`src/rtl/voice_mix_sequencer_if.sv`:
```
// Voice mixer sequencer bus: frame trigger, voice bank port,
// shared mixer port and mixed-sample output.
interface voice_mix_sequencer_if #(
    parameter int NVOICES = 8,
    parameter int W       = 18
);
    localparam int IW = (NVOICES > 1) ? $clog2(NVOICES) : 1;

    logic          sample_tick;
    logic [IW-1:0] voice_idx;
    logic [W-1:0]  voice_sample;
    logic [W-1:0]  mix_a;
    logic [W-1:0]  mix_b;
    logic [W-1:0]  mix_z;
    logic [W-1:0]  out_sample;
    logic          out_valid;
    logic          busy;
    logic          overrun;

    modport master (
        output sample_tick, voice_sample, mix_z,
        input  voice_idx, mix_a, mix_b, out_sample,
        input  out_valid, busy, overrun
    );

    modport slave (
        input  sample_tick, voice_sample, mix_z,
        output voice_idx, mix_a, mix_b, out_sample,
        output out_valid, busy, overrun
    );
endinterface

```
`src/rtl/voice_mix_sequencer.sv`:
```
// Time-multiplexes one two-input mixer to fold NVOICES
// voice samples into a single output sample per frame.
module voice_mix_sequencer #(
    parameter int NVOICES = 8,
    parameter int W       = 18,
    parameter int MIX_LAT = 2
) (
    input  logic                  clk,
    input  logic                  rst_n,
    voice_mix_sequencer_if.slave  bus
);
    localparam int IW = (NVOICES > 1) ? $clog2(NVOICES) : 1;
    localparam int CW = (MIX_LAT > 0) ? $clog2(MIX_LAT + 1) : 1;
    localparam logic [W-1:0] SILENCE = W'(1) << (W - 1);

    typedef enum logic [2:0] {
        S_IDLE,
        S_FETCH,
        S_LOAD,
        S_WAIT,
        S_DONE
    } state_t;

    state_t        state_q, state_d;
    logic [IW-1:0] idx_q, idx_d;
    logic [CW-1:0] cnt_q, cnt_d;
    logic [W-1:0]  acc_q, acc_d;
    logic [W-1:0]  mix_a_q, mix_a_d;
    logic [W-1:0]  mix_b_q, mix_b_d;
    logic [W-1:0]  out_q, out_d;
    logic          ovld_q, ovld_d;
    logic          busy_q, busy_d;
    logic          ovr_q, ovr_d;

    logic last_voice;
    logic wait_end;

    assign last_voice = (idx_q == IW'(NVOICES - 1));
    assign wait_end   = (cnt_q == '0);

    // State register
    always_ff @(posedge clk or negedge rst_n) begin
        if (!rst_n) state_q <= S_IDLE;
        else        state_q <= state_d;
    end

    // Next-state: one slot per voice, then a single DONE cycle
    always_comb begin
        state_d = state_q;
        unique case (state_q)
            S_IDLE:  if (bus.sample_tick) state_d = S_FETCH;
            S_FETCH: state_d = S_LOAD;
            S_LOAD:  state_d = S_WAIT;
            S_WAIT: begin
                if (wait_end) state_d = last_voice ? S_DONE : S_FETCH;
            end
            S_DONE:  state_d = S_IDLE;
            default: state_d = S_IDLE;
        endcase
    end

    // Datapath/output next values for the current state
    always_comb begin
        idx_d   = idx_q;
        cnt_d   = cnt_q;
        acc_d   = acc_q;
        mix_a_d = mix_a_q;
        mix_b_d = mix_b_q;
        out_d   = out_q;
        ovld_d  = 1'b0;
        busy_d  = ovld_q ? 1'b0 : busy_q;
        ovr_d   = ovr_q | (bus.sample_tick & (state_q != S_IDLE));
        unique case (state_q)
            S_IDLE: begin
                if (bus.sample_tick) begin
                    acc_d  = SILENCE;
                    idx_d  = '0;
                    busy_d = 1'b1;
                end
            end
            S_LOAD: begin
                mix_a_d = acc_q;
                mix_b_d = bus.voice_sample;
                cnt_d   = CW'(MIX_LAT);
            end
            S_WAIT: begin
                if (wait_end) begin
                    acc_d = bus.mix_z;
                    if (!last_voice) idx_d = idx_q + IW'(1);
                end else begin
                    cnt_d = cnt_q - CW'(1);
                end
            end
            S_DONE: begin
                out_d  = acc_q;
                ovld_d = 1'b1;
            end
            default: ;
        endcase
    end

    // Datapath and output registers
    always_ff @(posedge clk or negedge rst_n) begin
        if (!rst_n) begin
            idx_q   <= '0;
            cnt_q   <= '0;
            acc_q   <= SILENCE;
            mix_a_q <= SILENCE;
            mix_b_q <= SILENCE;
            out_q   <= SILENCE;
            ovld_q  <= 1'b0;
            busy_q  <= 1'b0;
            ovr_q   <= 1'b0;
        end else begin
            idx_q   <= idx_d;
            cnt_q   <= cnt_d;
            acc_q   <= acc_d;
            mix_a_q <= mix_a_d;
            mix_b_q <= mix_b_d;
            out_q   <= out_d;
            ovld_q  <= ovld_d;
            busy_q  <= busy_d;
            ovr_q   <= ovr_d;
        end
    end

    assign bus.voice_idx  = idx_q;
    assign bus.mix_a      = mix_a_q;
    assign bus.mix_b      = mix_b_q;
    assign bus.out_sample = out_q;
    assign bus.out_valid  = ovld_q;
    assign bus.busy       = busy_q;
    assign bus.overrun    = ovr_q;

endmodule

```
`src/flat_wrapper.sv`:
```
// flat-port wrapper written by rule: the top's interface ports become plain ports
module voice_mix_sequencer_flat 
#(
    parameter int NVOICES = 8,
    parameter int W       = 18,
    parameter int MIX_LAT = 2
)
  (clk, rst_n, bus_sample_tick, bus_voice_sample, bus_mix_z, bus_voice_idx, bus_mix_a, bus_mix_b, bus_out_sample, bus_out_valid, bus_busy, bus_overrun);
  voice_mix_sequencer_if #(.NVOICES(NVOICES), .W(W)) bus_i ();
  input  logic clk;
  input  logic rst_n;
  input wire logic [$bits(bus_i.sample_tick)-1:0] bus_sample_tick;
  input wire logic [$bits(bus_i.voice_sample)-1:0] bus_voice_sample;
  input wire logic [$bits(bus_i.mix_z)-1:0] bus_mix_z;
  output wire logic [$bits(bus_i.voice_idx)-1:0] bus_voice_idx;
  output wire logic [$bits(bus_i.mix_a)-1:0] bus_mix_a;
  output wire logic [$bits(bus_i.mix_b)-1:0] bus_mix_b;
  output wire logic [$bits(bus_i.out_sample)-1:0] bus_out_sample;
  output wire logic [$bits(bus_i.out_valid)-1:0] bus_out_valid;
  output wire logic [$bits(bus_i.busy)-1:0] bus_busy;
  output wire logic [$bits(bus_i.overrun)-1:0] bus_overrun;
  assign bus_i.sample_tick = bus_sample_tick;
  assign bus_i.voice_sample = bus_voice_sample;
  assign bus_i.mix_z = bus_mix_z;
  assign bus_voice_idx = bus_i.voice_idx;
  assign bus_mix_a = bus_i.mix_a;
  assign bus_mix_b = bus_i.mix_b;
  assign bus_out_sample = bus_i.out_sample;
  assign bus_out_valid = bus_i.out_valid;
  assign bus_busy = bus_i.busy;
  assign bus_overrun = bus_i.overrun;
  voice_mix_sequencer #(.NVOICES(NVOICES), .W(W), .MIX_LAT(MIX_LAT)) u_core (.clk(clk), .rst_n(rst_n), .bus(bus_i));
endmodule
```
`config.mk`:
```
export PLATFORM = sky130hd
export DESIGN_NAME = voice_mix_sequencer_flat
export DESIGN_NICKNAME = d
export VERILOG_FILES = /design/src/rtl/voice_mix_sequencer_if.sv /design/src/rtl/voice_mix_sequencer.sv /design/src/flat_wrapper.sv
export SDC_FILE = /design/constraint.sdc
export NUM_CORES = 1
export LEC_CHECK = 0
export ABC_AREA = 1
export BUFFER_PORTS_ARGS = -buffer_cell sky130_fd_sc_hd__buf_4
export CAP_MARGIN = 30
export CORE_MARGIN = 2
export CORE_UTILIZATION = 35
export DETAILED_ROUTE_END_ITERATION = 8
export PLACE_DENSITY_LB_ADDON = 0.3
export SLEW_MARGIN = 20
export SYNTH_ARGS = -nofsm -noshare
export SYNTH_HDL_FRONTEND = slang
export SYNTH_SLANG_ARGS = --single-unit
```
`constraint.sdc`:
```
create_clock -name clk -period 1.91 [get_ports clk]
set_input_delay 0.191 -clock clk [delete_from_list [all_inputs] [get_ports clk]]
set_output_delay 0.191 -clock clk [all_outputs]
set_load 0.02 [all_outputs]
```
==> metrics.cfg, run 1 <==
[routing]
post_drt_wl_per_cell_um=13.1
vias=2677
drt-initial-drc-count=91
wl_um=7800
viasPerCell=4.51
firstDrtPassIters=7
remaining_drc_errors=0
drt.antenna.violating_nets=0

[cts]
post_cts_resized=0
post-cts-setup-buffer-count=0
clock_sinks=83
ctsHoldBuffers=1
cts-root-buf=clkbuf_8
clock_latency_ns=0.35
cts.clk_slew.worst_paths_ns=0.09
htree_levels=3
cts_buffers=9
cts.path.max_buffers=2
cts_tree=built

[timing]
slew_viol_final=0
max_freq_ghz=0.598
setup_viol=0
post-route-period-util_pct=87.6
rsz0062_at_grt=no
hold_viol_final=0
relSlewSlack_pct=70.5
finalSetupTns_ns=0
worst_pin_slew_ns=0.437
period_minus_slack_ns=1.67
clock_skew_ns=0.0154

[setup_path]
worstPathRequired_ns=2.16
cp-end-kind=register
r2r_slack_ns=0.24
crit_path_max_incr_delay_ns=0.42
arrival_ns=1.92
path_cells=ha_1 -> ha_1 -> o21ai_0 -> nand3_1 -> nand2_1 -> nand2_1
crit_path_start=u_core.bus.voice_idx[0]
cpMaxStageDelayCell=dfrtp_1
critical_path_class=register to register
crit_path_start_kind=register
cp_max_fo=4
reg2reg_from=u_core.bus.voice_idx[0]

[global_routing]
grt-ovfl-total=0
antenna_found_initial=0
grt_max_degree=41
gr-usage-all-layers_pct=15.4
grt_pass1_wl_um=12500
grt_pass1_vias=2543

[hold_path]
hold_path_class=input port to register
hold_path_startpoint=bus_voice_sample[16]

[yosys]
ys_seq_elements=83
synth_cells=357
ys_seq_area_share_pct=61.6
synth.most_common_cell=nand2_1
synth_nets=399
yosys.area.top_type=dfrtp_1
synth_area_leaders=dfrtp_1, nand2_1, nand3_1
synth-warning-count=0
synthesis.area_mm2=0.00338
avgSynthCellArea_um2=9.47
ys_types=20
ys.flop_type=dfrtp_1
synthTopCellsByCount=nand2_1, dfrtp_1, nand3_1
synth.top_cell.area_share_pct=58.5
async_flop_share_pct=100
synth-edff-count=0

[final_layout]
synthToLayoutAreaGrowth_pct=33.2
final_area_mm2=0.00450
drive_gt1_share_pct=30.1
num_antenna_cells=0
fin_cells=594
num-nets-final=502
fillers=926

[floorplan]
core_area_mm2=0.00933
io_pins=99
dieArea_mm2=0.0105
die_h_um=102
rows=35
dieWidth_um=102
initial_utilization_pct=36.2

[status]
outcome=finished, final reports clean

[flow_run]
cap_violations=0

[power]
power_leakage_nw=2.39
finalPower_w=0.00703
ir_drop_mv=0.519
p_per_area_mw_per_mm2=1560

[placed_design]
globalplace.congestion=0.780
port_buffers=98
post_dp_cell_area_mm2=0.00425
hpwl_um=5780
dp_cells=577

-- routing by layer --
| metal | GRT usage, % | vias up | part of all wire [%] |
|---|---|---|---|
| met5 | 0 | - | 0 |
| met4 | 6.46 | 0 | 1.6 |
| met3 | 2.53 | 9 | 5.6 |
| met2 | 23.4 | 81 | 46 |
| met1 | 22.1 | 1246 | 47 |
| li1 | - | 1341 | - |
-- cell type report --
type / instances / area [um2] / share of cell area (%)
flip-flops and latches: 83 / 2080 / 46.2
repair buffers: 108 / 838 / 18.6
clock inverters: 7 / 124 / 2.75
inverters: 30 / 113 / 2.50
well taps: 129 / 161 / 3.58
multi-input cells: 228 / 1060 / 23.6
clock buffers: 9 / 124 / 2.75
-- worst paths after layout --
kind | endpoint | cells after the start
worst min-delay path | u_core.bus.mix_b[16] | 3
worst min register to register | u_core.bus.mix_b[17] | 2
worst max register to register | u_core.bus.voice_idx[0] | 6
max in group asynchronous | u_core.bus.mix_b[17] | 3
min in group asynchronous | u_core.bus.voice_idx[1] | 2
worst max-delay path | u_core.bus.voice_idx[0] | 6
-- kinds of logic after synthesis --
group | count (synthesis) | share of synthesized area [%]
AND/OR/NAND/NOR | 181 | 22.8
flip-flops | 83 | 61.6
buffers and inverters | 46 | 6.99
AO/OA/AOI/OAI | 44 | 7.48
adder cells (fa/ha/maj) | 3 | 1.11
-- state kept, by name, indices dropped and copies added (netlist names) --
name and count:
u_core.bus.overrun 1, u_core.bus.busy 1, u_core.cnt_q 2, u_core.bus.voice_idx 3, u_core.bus.mix_b 18, u_core.bus.out_sample 18
u_core.bus.out_valid 1, u_core.state_q 3, u_core.acc_q 18, u_core.bus.mix_a 18
-- through the flow --
stage          setup WS, ns  util [%]  hold WS, ns
2_1_floorplan         0.348         -       -0.105
3_3_place_gp          0.369      45.5        0.130
3_5_place_dp          0.238      45.5        0.135
4_1_cts               0.220      48.3       0.0263
5_1_grt              0.0799      48.3       0.0374
6_report              0.237      48.3       0.0420
-- where the power goes --
part | internal (W) | switching [W]
Sequential | 0.00233 | 0.000324
Combinational | 0.00107 | 0.00179
Clock | 0.000880 | 0.000649
Total | 0.00428 | 0.00276
-- layout by cell type (no fill, tap or decap), types with 4 or more instances in the layout --
cell type / Yosys / layout
nand2_1: 128 / 128
buf_4: 4 / 105
dfrtp_1: 79 / 79
nand3_1: 40 / 40
inv_1: 29 / 29
o21ai_0: 25 / 25
o21ai_1: 10 / 10
clkbuf_8: 0 / 9
o21ai_2: 8 / 8
nor2_1: 6 / 6
dfstp_2: 4 / 4
-- critical path: cells and delay by family, from the launching register on --
family	cells	cell delay (ns)
AO/OA/AOI/OAI	1	0.39
adder cells (fa/ha/maj)	2	0.40
flip-flops	1	0.42
AND/OR/NAND/NOR	3	0.37
Note: power is estimated with default switching activity, not from simulation.
==> run 2, diff against run 1 <==
- PLACE_DENSITY_LB_ADDON: 0.3 -> unset
==> run 2 against run 1 <==
  * Combinational power is essentially flat
  * Non-clock buffer count down 2
  * Clock power down 16%
  * Core utilization down 0.67 points
  * Cell count is 0.51% lower
==> metrics.cfg, run 2 (synthesis gave the netlist of run 1 again) <==
[status]
outcome=finished, final reports clean

[cts]
htree_levels=3  ; unchanged
ctsHoldBuffers=1  ; unchanged
cts_buffers=9  ; unchanged
post-cts-setup-buffer-count=0  ; unchanged
cts-root-buf=clkbuf_8
cts.clk_slew.worst_paths_ns=0.09  ; about the same
cts.path.max_buffers=2  ; unchanged
post_cts_resized=0  ; unchanged
clock_sinks=83  ; unchanged
clock_latency_ns=0.35  ; about the same
cts_tree=built

[setup_path]
cp_max_fo=4  ; unchanged
critical_path_class=register to register
reg2reg_from=u_core.bus.voice_idx[0]
crit_path_start=u_core.bus.voice_idx[0]
crit_path_start_kind=register
arrival_ns=1.98  ; +0.06 ns
worstPathRequired_ns=2.15  ; about the same
cp-end-kind=register

[floorplan]
core_area_mm2=0.00933  ; unchanged
initial_utilization_pct=36.2  ; unchanged
io_pins=99  ; unchanged
dieArea_mm2=0.0105  ; unchanged
rows=35  ; unchanged
die_h_um=102  ; unchanged
dieWidth_um=102  ; unchanged

[power]
ir_drop_mv=0.583  ; +12%
p_per_area_mw_per_mm2=1520  ; -2.5%
clockPowerShare_pct=19.0  ; -2.7 points
internal_power_w=0.00405  ; -5.2%
combinationalPowerShare_pct=41.9  ; +1.3 points
power_leakage_nw=2.37  ; -0.98%
switching_share_pct=40.1  ; +0.86 points
seqPwrFrac_pct=39.1  ; +1.4 points
p_sw_w=0.00271  ; -1.8%

[timing]
relSlewSlack_pct=68.6  ; -1.9 points
hold_viol_final=0  ; unchanged
worst_pin_slew_ns=0.466  ; +0.0288 ns
max_freq_ghz=0.574  ; -4.0%
clock_skew_ns=0.0110  ; -0.00444 ns
finalSetupTns_ns=0  ; unchanged
rsz0062_at_grt=no
slew_viol_final=0  ; unchanged
post-route-period-util_pct=91.2  ; +3.7 points
period_minus_slack_ns=1.74  ; +0.0698 ns
setup_viol=0  ; unchanged

[final_layout]
num_antenna_cells=0  ; unchanged
most-common-layout-cells=nand2_1, buf_4, dfrtp_1
num-nets-final=500  ; -0.40%
layout_commonest_cell=nand2_1
drive_gt1_share_pct=29.7  ; -0.45 points
synthToLayoutAreaGrowth_pct=31.4
fin_cells=591  ; -0.51%

[routing]
firstDrtPassIters=4  ; -3
drt-initial-drc-count=77  ; -15%
drt.antenna.violating_nets=0  ; unchanged
vias=2674  ; -0.11%
wl_um=7720  ; -1.0%
remaining_drc_errors=0  ; unchanged
post_drt_wl_per_cell_um=13.1  ; -0.54%
viasPerCell=4.52  ; +0.39%

[placed_design]
hpwl_um=5410  ; -6.3%
globalplace.congestion=0.806  ; +3.4%
port_buffers=98  ; unchanged
dp_cells=574  ; -0.52%

[global_routing]
grt-ovfl-total=0  ; unchanged
antenna_found_initial=0  ; unchanged
grt.busiest_layer=met2
gr-usage-all-layers_pct=15.4  ; -0.059 points
grt_max_degree=57  ; +39%
grt_pass1_wl_um=12300  ; -1.5%
use_met2_pct=24.8  ; +1.4 points
grt_use_met3_pct=2.87  ; +0.34 points
grt_pass1_vias=2588  ; +1.8%
grt_use_met1_pct=20.6  ; -1.4 points

[flow_run]
cap_violations=0  ; unchanged

[hold_path]
hold_path_startpoint=bus_voice_sample[14]
hold_path_class=input port to register

==> run 2: power groups by stage <==
stage / clock network, W / logic [W] / registers (W)
after floorplan: 0 / 0.00147 / 0.00308
after global placement: 0 / 0.00277 / 0.00267
after detailed placement: 0 / 0.00282 / 0.00268
after CTS: 0.00132 / 0.00283 / 0.00264
after global routing: 0.00140 / 0.00319 / 0.00271
final: 0.00128 / 0.00284 / 0.00264
==> run 2: path summary, 6_finish.rpt <==
path	end	slack, ns	depth (start not counted)
min in group asynchronous	u_core.bus.mix_b[1]	0.32	2
max in group asynchronous	u_core.cnt_q[1]	0.99	3
setup / recovery	u_core.bus.voice_idx[2]	0.17	6
hold reg to reg	u_core.bus.busy	0.47	1
hold / removal	u_core.bus.mix_b[14]	0.04	3
setup reg to reg	u_core.bus.voice_idx[2]	0.17	6
==> run 2: stage by stage <==
stage	power [W]	cell area (um2)	hold slack (ns)	setup WS, ns	util [%]
2_1_floorplan	0.00455	3380	-0.105	0.348	-
3_3_place_gp	0.00544	4210	0.160	0.199	45.2
3_5_place_dp	0.00550	4210	0.156	0.154	45.2
4_1_cts	0.00679	4420	0.0250	0.132	47.4
5_1_grt	0.00730	4440	0.0288	0.000254	47.6
6_report	0.00676	4440	0.0361	0.167	47.6
==> run 2: per-layer routing <==
layer	vias to the layer above	routed length, um
met5	-	0
met4	0	123
met3	10	366
met2	73	3610
met1	1254	3610
li1	1337	-
==> run 2: worst max-delay path, stage by stage (launching register included) <==
cell and delay, ns:
dfrtp_1 0.42, ha_1 0.21, ha_1 0.22, o21ai_0 0.42, nand3_1 0.21, nand2_1 0.11
nand2_1 0.05
==> run 2: layout make-up <==
cell class / instances / area [um2]
well taps: 129 / 161
clock inverters: 4 / 48.8
repair buffers: 106 / 823
multi-input cells: 228 / 1060
clock buffers: 11 / 151
inverters: 30 / 113
fillers: 897 / 4890
flip-flops and latches: 83 / 2080
